**src/rtl/up_sample_seq_ctrl.sv**
```systemverilog
// Sequencing controller for the 2x nearest-neighbour up_sample pipeline.
// Drives buffer enables and {col,row,0} index vectors through load, compute and output phases.
module up_sample_seq_ctrl #(
  parameter int unsigned IN_W   = 64,
  parameter int unsigned IN_H   = 64,
  parameter int unsigned CW     = 16,
  parameter int unsigned RD_LAT = 1
) (
  input  logic                 clk,
  input  logic                 flush,
  input  logic                 start,
  output logic                 busy,
  output logic                 done,
  input  logic                 in_valid,
  output logic                 in_ready,
  output logic                 in_wen,
  output logic [2:0][CW-1:0]   in_wr_ctrl_vars,
  output logic                 nn_ren,
  output logic [2:0][CW-1:0]   nn_rd_ctrl_vars,
  output logic                 nn_wen,
  output logic [2:0][CW-1:0]   nn_wr_ctrl_vars,
  output logic                 out_ren,
  output logic [2:0][CW-1:0]   out_rd_ctrl_vars,
  output logic                 out_valid,
  input  logic                 out_ready
);

  typedef enum logic [2:0] {
    S_IDLE,
    S_LOAD,
    S_COMPUTE,
    S_DRAIN,
    S_OUTPUT
  } state_t;

  localparam logic [CW-1:0] LD_COL_LAST = CW'(IN_W - 1);
  localparam logic [CW-1:0] LD_ROW_LAST = CW'(IN_H - 1);
  localparam logic [CW-1:0] UP_COL_LAST = CW'(2 * IN_W - 1);
  localparam logic [CW-1:0] UP_ROW_LAST = CW'(2 * IN_H - 1);
  localparam logic [7:0]    DRAIN_LAST  = 8'(RD_LAT - 1);

  state_t             r_state;
  state_t             w_next;
  logic [CW-1:0]      r_row;
  logic [CW-1:0]      r_col;
  logic [CW-1:0]      w_row_nxt;
  logic [CW-1:0]      w_col_nxt;
  logic [CW-1:0]      w_row_term;
  logic [CW-1:0]      w_col_term;
  logic               w_last;
  logic               w_accept;
  logic               w_adv;
  logic [7:0]         r_drain;
  logic               r_out_valid;
  logic               r_done;
  logic [RD_LAT-1:0]  r_pipe_en;
  logic [2:0][CW-1:0] r_pipe_idx [RD_LAT];
  logic [2:0][CW-1:0] w_cur;
  logic [2:0][CW-1:0] w_nxt;

  // One shared row/col counter serves all phases; the terminal values depend on the phase.
  always_comb begin
    w_col_term = (r_state == S_LOAD) ? LD_COL_LAST : UP_COL_LAST;
    w_row_term = (r_state == S_LOAD) ? LD_ROW_LAST : UP_ROW_LAST;
    w_last     = (r_row == w_row_term) && (r_col == w_col_term);
    if (r_col == w_col_term) begin
      w_col_nxt = '0;
      w_row_nxt = r_row + 1'b1;
    end else begin
      w_col_nxt = r_col + 1'b1;
      w_row_nxt = r_row;
    end
    w_accept = r_out_valid & out_ready;
    w_adv    = ((r_state == S_LOAD) && in_valid) ||
               (r_state == S_COMPUTE) ||
               ((r_state == S_OUTPUT) && w_accept);
    w_next   = r_state;
    unique case (r_state)
      S_IDLE:    if (start) w_next = S_LOAD;
      S_LOAD:    if (in_valid && w_last) w_next = S_COMPUTE;
      S_COMPUTE: if (w_last) w_next = S_DRAIN;
      S_DRAIN:   if (r_drain == DRAIN_LAST) w_next = S_OUTPUT;
      S_OUTPUT:  if (w_accept && w_last) w_next = S_IDLE;
      default:   w_next = S_IDLE;
    endcase
  end

  assign w_cur = {r_col, r_row, {CW{1'b0}}};
  assign w_nxt = {w_col_nxt, w_row_nxt, {CW{1'b0}}};

  assign busy            = (r_state != S_IDLE);
  assign in_ready        = (r_state == S_LOAD);
  assign in_wen          = in_valid & in_ready;
  assign in_wr_ctrl_vars = in_ready ? w_cur : '0;
  assign nn_ren          = (r_state == S_COMPUTE);
  assign nn_rd_ctrl_vars = nn_ren ? w_cur : '0;
  assign nn_wen          = r_pipe_en[RD_LAT-1];
  assign nn_wr_ctrl_vars = r_pipe_idx[RD_LAT-1];
  assign out_ren         = (r_state == S_OUTPUT);
  assign out_valid       = r_out_valid;
  assign done            = r_done;

  // Lookahead address keeps the registered buffer read aligned with the pixel presented next.
  assign out_rd_ctrl_vars = !out_ren ? '0 :
                            (w_accept && !w_last) ? w_nxt : w_cur;

  always_ff @(posedge clk) begin
    if (flush) begin
      r_state     <= S_IDLE;
      r_row       <= '0;
      r_col       <= '0;
      r_drain     <= '0;
      r_out_valid <= 1'b0;
      r_done      <= 1'b0;
    end else begin
      r_state <= w_next;
      if (w_next != r_state) begin
        r_row <= '0;
        r_col <= '0;
      end else if (w_adv) begin
        r_row <= w_row_nxt;
        r_col <= w_col_nxt;
      end
      r_drain     <= (r_state == S_DRAIN) ? r_drain + 1'b1 : '0;
      r_out_valid <= (r_state == S_OUTPUT) && !(w_accept && w_last);
      r_done      <= (r_state == S_OUTPUT) && w_accept && w_last;
    end
  end

  always_ff @(posedge clk) begin
    if (flush) begin
      r_pipe_en <= '0;
      for (int unsigned i = 0; i < RD_LAT; i++) r_pipe_idx[i] <= '0;
    end else begin
      r_pipe_en[0]  <= nn_ren;
      r_pipe_idx[0] <= nn_rd_ctrl_vars;
      for (int unsigned i = 1; i < RD_LAT; i++) begin
        r_pipe_en[i]  <= r_pipe_en[i-1];
        r_pipe_idx[i] <= r_pipe_idx[i-1];
      end
    end
  end

endmodule

```
**config.mk**
```make
export PLATFORM = sky130hd
export DESIGN_NAME = up_sample_seq_ctrl
export DESIGN_NICKNAME = d
export VERILOG_FILES = /design/src/rtl/up_sample_seq_ctrl.sv
export SDC_FILE = /design/constraint.sdc
export NUM_CORES = 1
export LEC_CHECK = 0
export CAP_MARGIN = 20
export CORE_MARGIN = 5
export CORE_UTILIZATION = 40
export CTS_CLUSTER_DIAMETER = 30
export DETAILED_ROUTE_END_ITERATION = 10
export HOLD_SLACK_MARGIN = 0.06
export PLACE_DENSITY = 0.76
export SLEW_MARGIN = 20
export SYNTH_ARGS = -nofsm -noshare
export SYNTH_HDL_FRONTEND = slang
export SYNTH_SLANG_ARGS = --single-unit
```
**constraint.sdc**
```tcl
create_clock -name clk -period 8.1 [get_ports clk]
set_input_delay 1.215 -clock clk [delete_from_list [all_inputs] [get_ports clk]]
set_output_delay 1.215 -clock clk [all_outputs]
set_load 0.01 [all_outputs]
```
==> run_results.csv <==
group,metric,value,unit
outcome,status,"finished clean",
die,ios,205,
clock_network,cts.htree.levels,3,
sta,final-max-slew-violation-count,0,
detailed_routing,wl,14500,um
sta,post-route-period-util,62.6,%
clock_network,cts_setup_buffers,0,
synth,synth_area,0.00489,mm2
detailed_routing,via_count,4607,
flow_run,drv_cap,0,
grt,grt_pass1_vias,4320,
sta,max-slew-margin-rel,39.7,%
synth,synth_top_area_share,31.9,%
die,die-area,0.0145,mm2
synth,synth_edf_count,0,
clock_network,cts_tree,"built",
setup_path,crit_fanout,37,
synth,yosys.area.top_type,"dfxtp_1",
layout,multi_input_area,0.00287,mm2
die,fp.dieW,121,um
clock_network,clock_latency,0.34,ns
grt,grt_first_pass_wirelength,23100,um
placement,dpl_cell_area,0.00609,mm2
layout,syn_to_final_growth,30.5,%
grt,grt_usage,19.7,%
setup_path,r2r_cells,8,
pwr,ir_worst_vdd,0.0000840,V
clock_network,path_clk_slew,0.06,ns
pwr,p_comb_share,5.7,%
detailed_routing,drt_first_pass_iters,5,
pwr,finalPower,0.832,mW
clock_network,cts_hold_buffers,0,
sta,tns,0,ns
pwr,seqPwrFrac,46.5,%
pwr,internal_power,0.639,mW
detailed_routing,wl_per_cell,16.5,um
clock_network,cts.sinks,78,
layout,instances_no_fill,883,
sta,worst_pin_slew,0.897,ns
detailed_routing,drt-vias-per-instance,5.22,
synth,avgSynthCellArea,7.80,um2
setup_path,rr_startpoint,"r_state[0]$_SDFF_PP0_",
grt,antenna_found_initial,0,
layout,fin_util,53.1,%
placement,numPortBuffers,140,
layout,regArea,0.00156,mm2
die,die_h,121,um
pwr,p_sw_share,23.2,%
layout,fin_nets,743,
layout,drive_gt1_share,5.16,%
synth,yosys_warnings,0,
synth,synthTopCellsByArea,"dfxtp_1 32%, and2_1 13%, buf_4 10%",
detailed_routing,drt_iter0_markers,469,
clock_network,clockBufferDepth,2,
sta,rsz0062_at_grt,"no",
pwr,p_leak,2.26,nW
synth,ys_seq_elements,78,
placement,post-dp-hpwl,10400,um
sta,min_period,5.07,ns
sta,clock_skew,0.00305,ns
detailed_routing,antenna_left,0,
placement,dp.cells,868,
detailed_routing,drc_errors,0,
min_path,hold_path_class,"reg2reg",
clock_network,cts_root_buffer,"clkbuf_16",
pwr,clkPwrFrac,47.8,%
layout,n_antenna_cell,0,
setup_path,criticalPathCategory,"reg2out",
setup_path,startpoint,"r_state[0]$_SDFF_PP0_",
setup_path,end_kind,"output port",
setup_path,r2r_slack,4.88,ns
sta,setup_viol,0,
sta,hold_violations,0,
setup_path,crit_end,"out_rd_ctrl_vars[21]",
die,start_util,40.7,%
synth,synthDistinctLibCells,47,
grt,overflow,0,
synth,synthArstFlopShare,0,%
placement,gp_congestion,0.860,
setup_path,rr_endpoint,"r_row[5]$_SDFFE_PP0P_",
setup_path,critPathArrivalTime,3.86,ns
clock_network,cts_resized,0,
layout,nFillCells,1130,
grt,grt_max_degree,38,
sta,fmax,0.197,GHz
pwr,power.density,130,mW/mm2
setup_path,start_kind,"flop",
pwr,power_switching,0.193,mW
clock_network,cts_buffers,9,
layout,fin_area,0.00638,mm2
setup_path,required,6.88,ns
synth,ys.flop_type,"dfxtp_1",
synth,seq_area_frac_synth,31.9,%
die,core_region_area,0.0120,mm2
synth,synthCells,627,
die,rows,40,
==> worst max-delay path, stage by stage (launching register included) <==
cell and delay [ns]:
dfxtp_1 0.51, nor3b_2 0.23, buf_4 0.36, ha_1 0.20
nand4b_1 0.12, nor4_2 0.70, buf_4 0.40, nand4_1 0.15
xor2_1 0.17, nor2_1 0.11, clkdlybuf4s50_1 0.57
==> power groups by stage <==
| stage | Combinational (mW) | Sequential (mW) | Clock, mW |
|---|---|---|---|
| after detailed placement | 0.0452 | 0.395 | 0 |
| final | 0.0472 | 0.387 | 0.398 |
| after global placement | 0.0441 | 0.395 | 0 |
| after floorplan | 0.0570 | 0.393 | 0 |
| after CTS | 0.0451 | 0.387 | 0.406 |
| after global routing | 0.0516 | 0.387 | 0.421 |
==> state kept, by name, indices dropped and copies added (netlist names) <==
signal and cells:
out_valid 1, r_state 3, r_pipe_idx 32, done 1, r_drain 8, nn_wen 1
r_row 16, r_col 16
==> metrics by stage <==
stage	hold WS (ns)	worst slack (ns)
floorplan	0.437	4.03
CTS	0.481	3.07
global placement	0.454	3.45
global route	0.538	2.84
finish	0.476	3.03
detailed placement	0.467	3.45
==> per-layer routing <==
layer | share of wire, % | track usage (%) | vias up
li1 | - | - | 2194
met1 | 41 | 24.7 | 2152
met2 | 49 | 33.3 | 232
met3 | 8.7 | 4.16 | 29
met4 | 1.9 | 7.15 | 0
met5 | 0 | 0 | -
==> cell usage after synthesis (6+ instances only) <==
library cell,number
dfxtp_1,78
buf_2,10
nand4_1,23
nand2_1,29
nand3_1,26
xor2_1,29
a21oi_1,34
and3_1,9
o21ai_0,17
nor2_1,62
inv_1,7
buf_4,65
and2_1,100
ha_1,6
or3_1,7
nor4_1,8
xnor2_1,9
nor3_1,10
nand3b_1,6
a311oi_2,6
clkbuf_1,40
==> final cells by class <==
type | instances | share of cell area [%]
Clock buffer | 11 | 3.80
Clock inverter | 4 | 0.745
Inverter | 7 | 0.412
Multi-Input combinational cell | 489 | 44.9
Sequential cell | 78 | 24.5
Tap cell | 147 | 2.88
Timing Repair Buffer | 147 | 22.8
==> cells in the final DEF (no fill, tap or decap), types with 9 or more instances in the layout <==
cell type | netlist | layout
clkdlybuf4s50_1 | 0 | 140
and2_1 | 100 | 100
dfxtp_1 | 78 | 78
conb_1 | 1 | 64
nor2_1 | 62 | 62
a21oi_1 | 34 | 34
nand2_1 | 29 | 29
xor2_1 | 29 | 29
nand3_1 | 26 | 26
nand4_1 | 23 | 23
o21ai_0 | 17 | 17
nor3_1 | 10 | 10
and3_1 | 9 | 9
xnor2_1 | 9 | 9
clkbuf_16 | 0 | 9
==> how the worst min path moves through the flow <==
stage	startpoint	endpoint	slack, ns	depth (start not counted)
final	r_drain[0]$_SDFF_PP0_	r_drain[0]$_SDFF_PP0_	0.48	1
after global routing	r_drain[0]$_SDFF_PP0_	r_drain[0]$_SDFF_PP0_	0.54	1
after CTS	r_drain[0]$_SDFF_PP0_	r_drain[0]$_SDFF_PP0_	0.48	1
after detailed placement	r_drain[0]$_SDFF_PP0_	r_drain[0]$_SDFF_PP0_	0.47	1
after global placement	r_drain[0]$_SDFF_PP0_	r_drain[0]$_SDFF_PP0_	0.45	1
after floorplan	r_drain[0]$_SDFF_PP0_	r_drain[0]$_SDFF_PP0_	0.44	1
==> cell families after synthesis <==
kind of cell / Yosys count / synth area share, %
simple gates: 302 / 34.2
buf+inv: 123 / 14.8
compound gates: 78 / 10.4
flops: 78 / 31.9
xor+xnor: 38 / 6.80
fa+ha+maj: 6 / 1.53
other cells: 1 / 0.0767
mux: 1 / 0.205
Power figures use the tool's default switching activity.
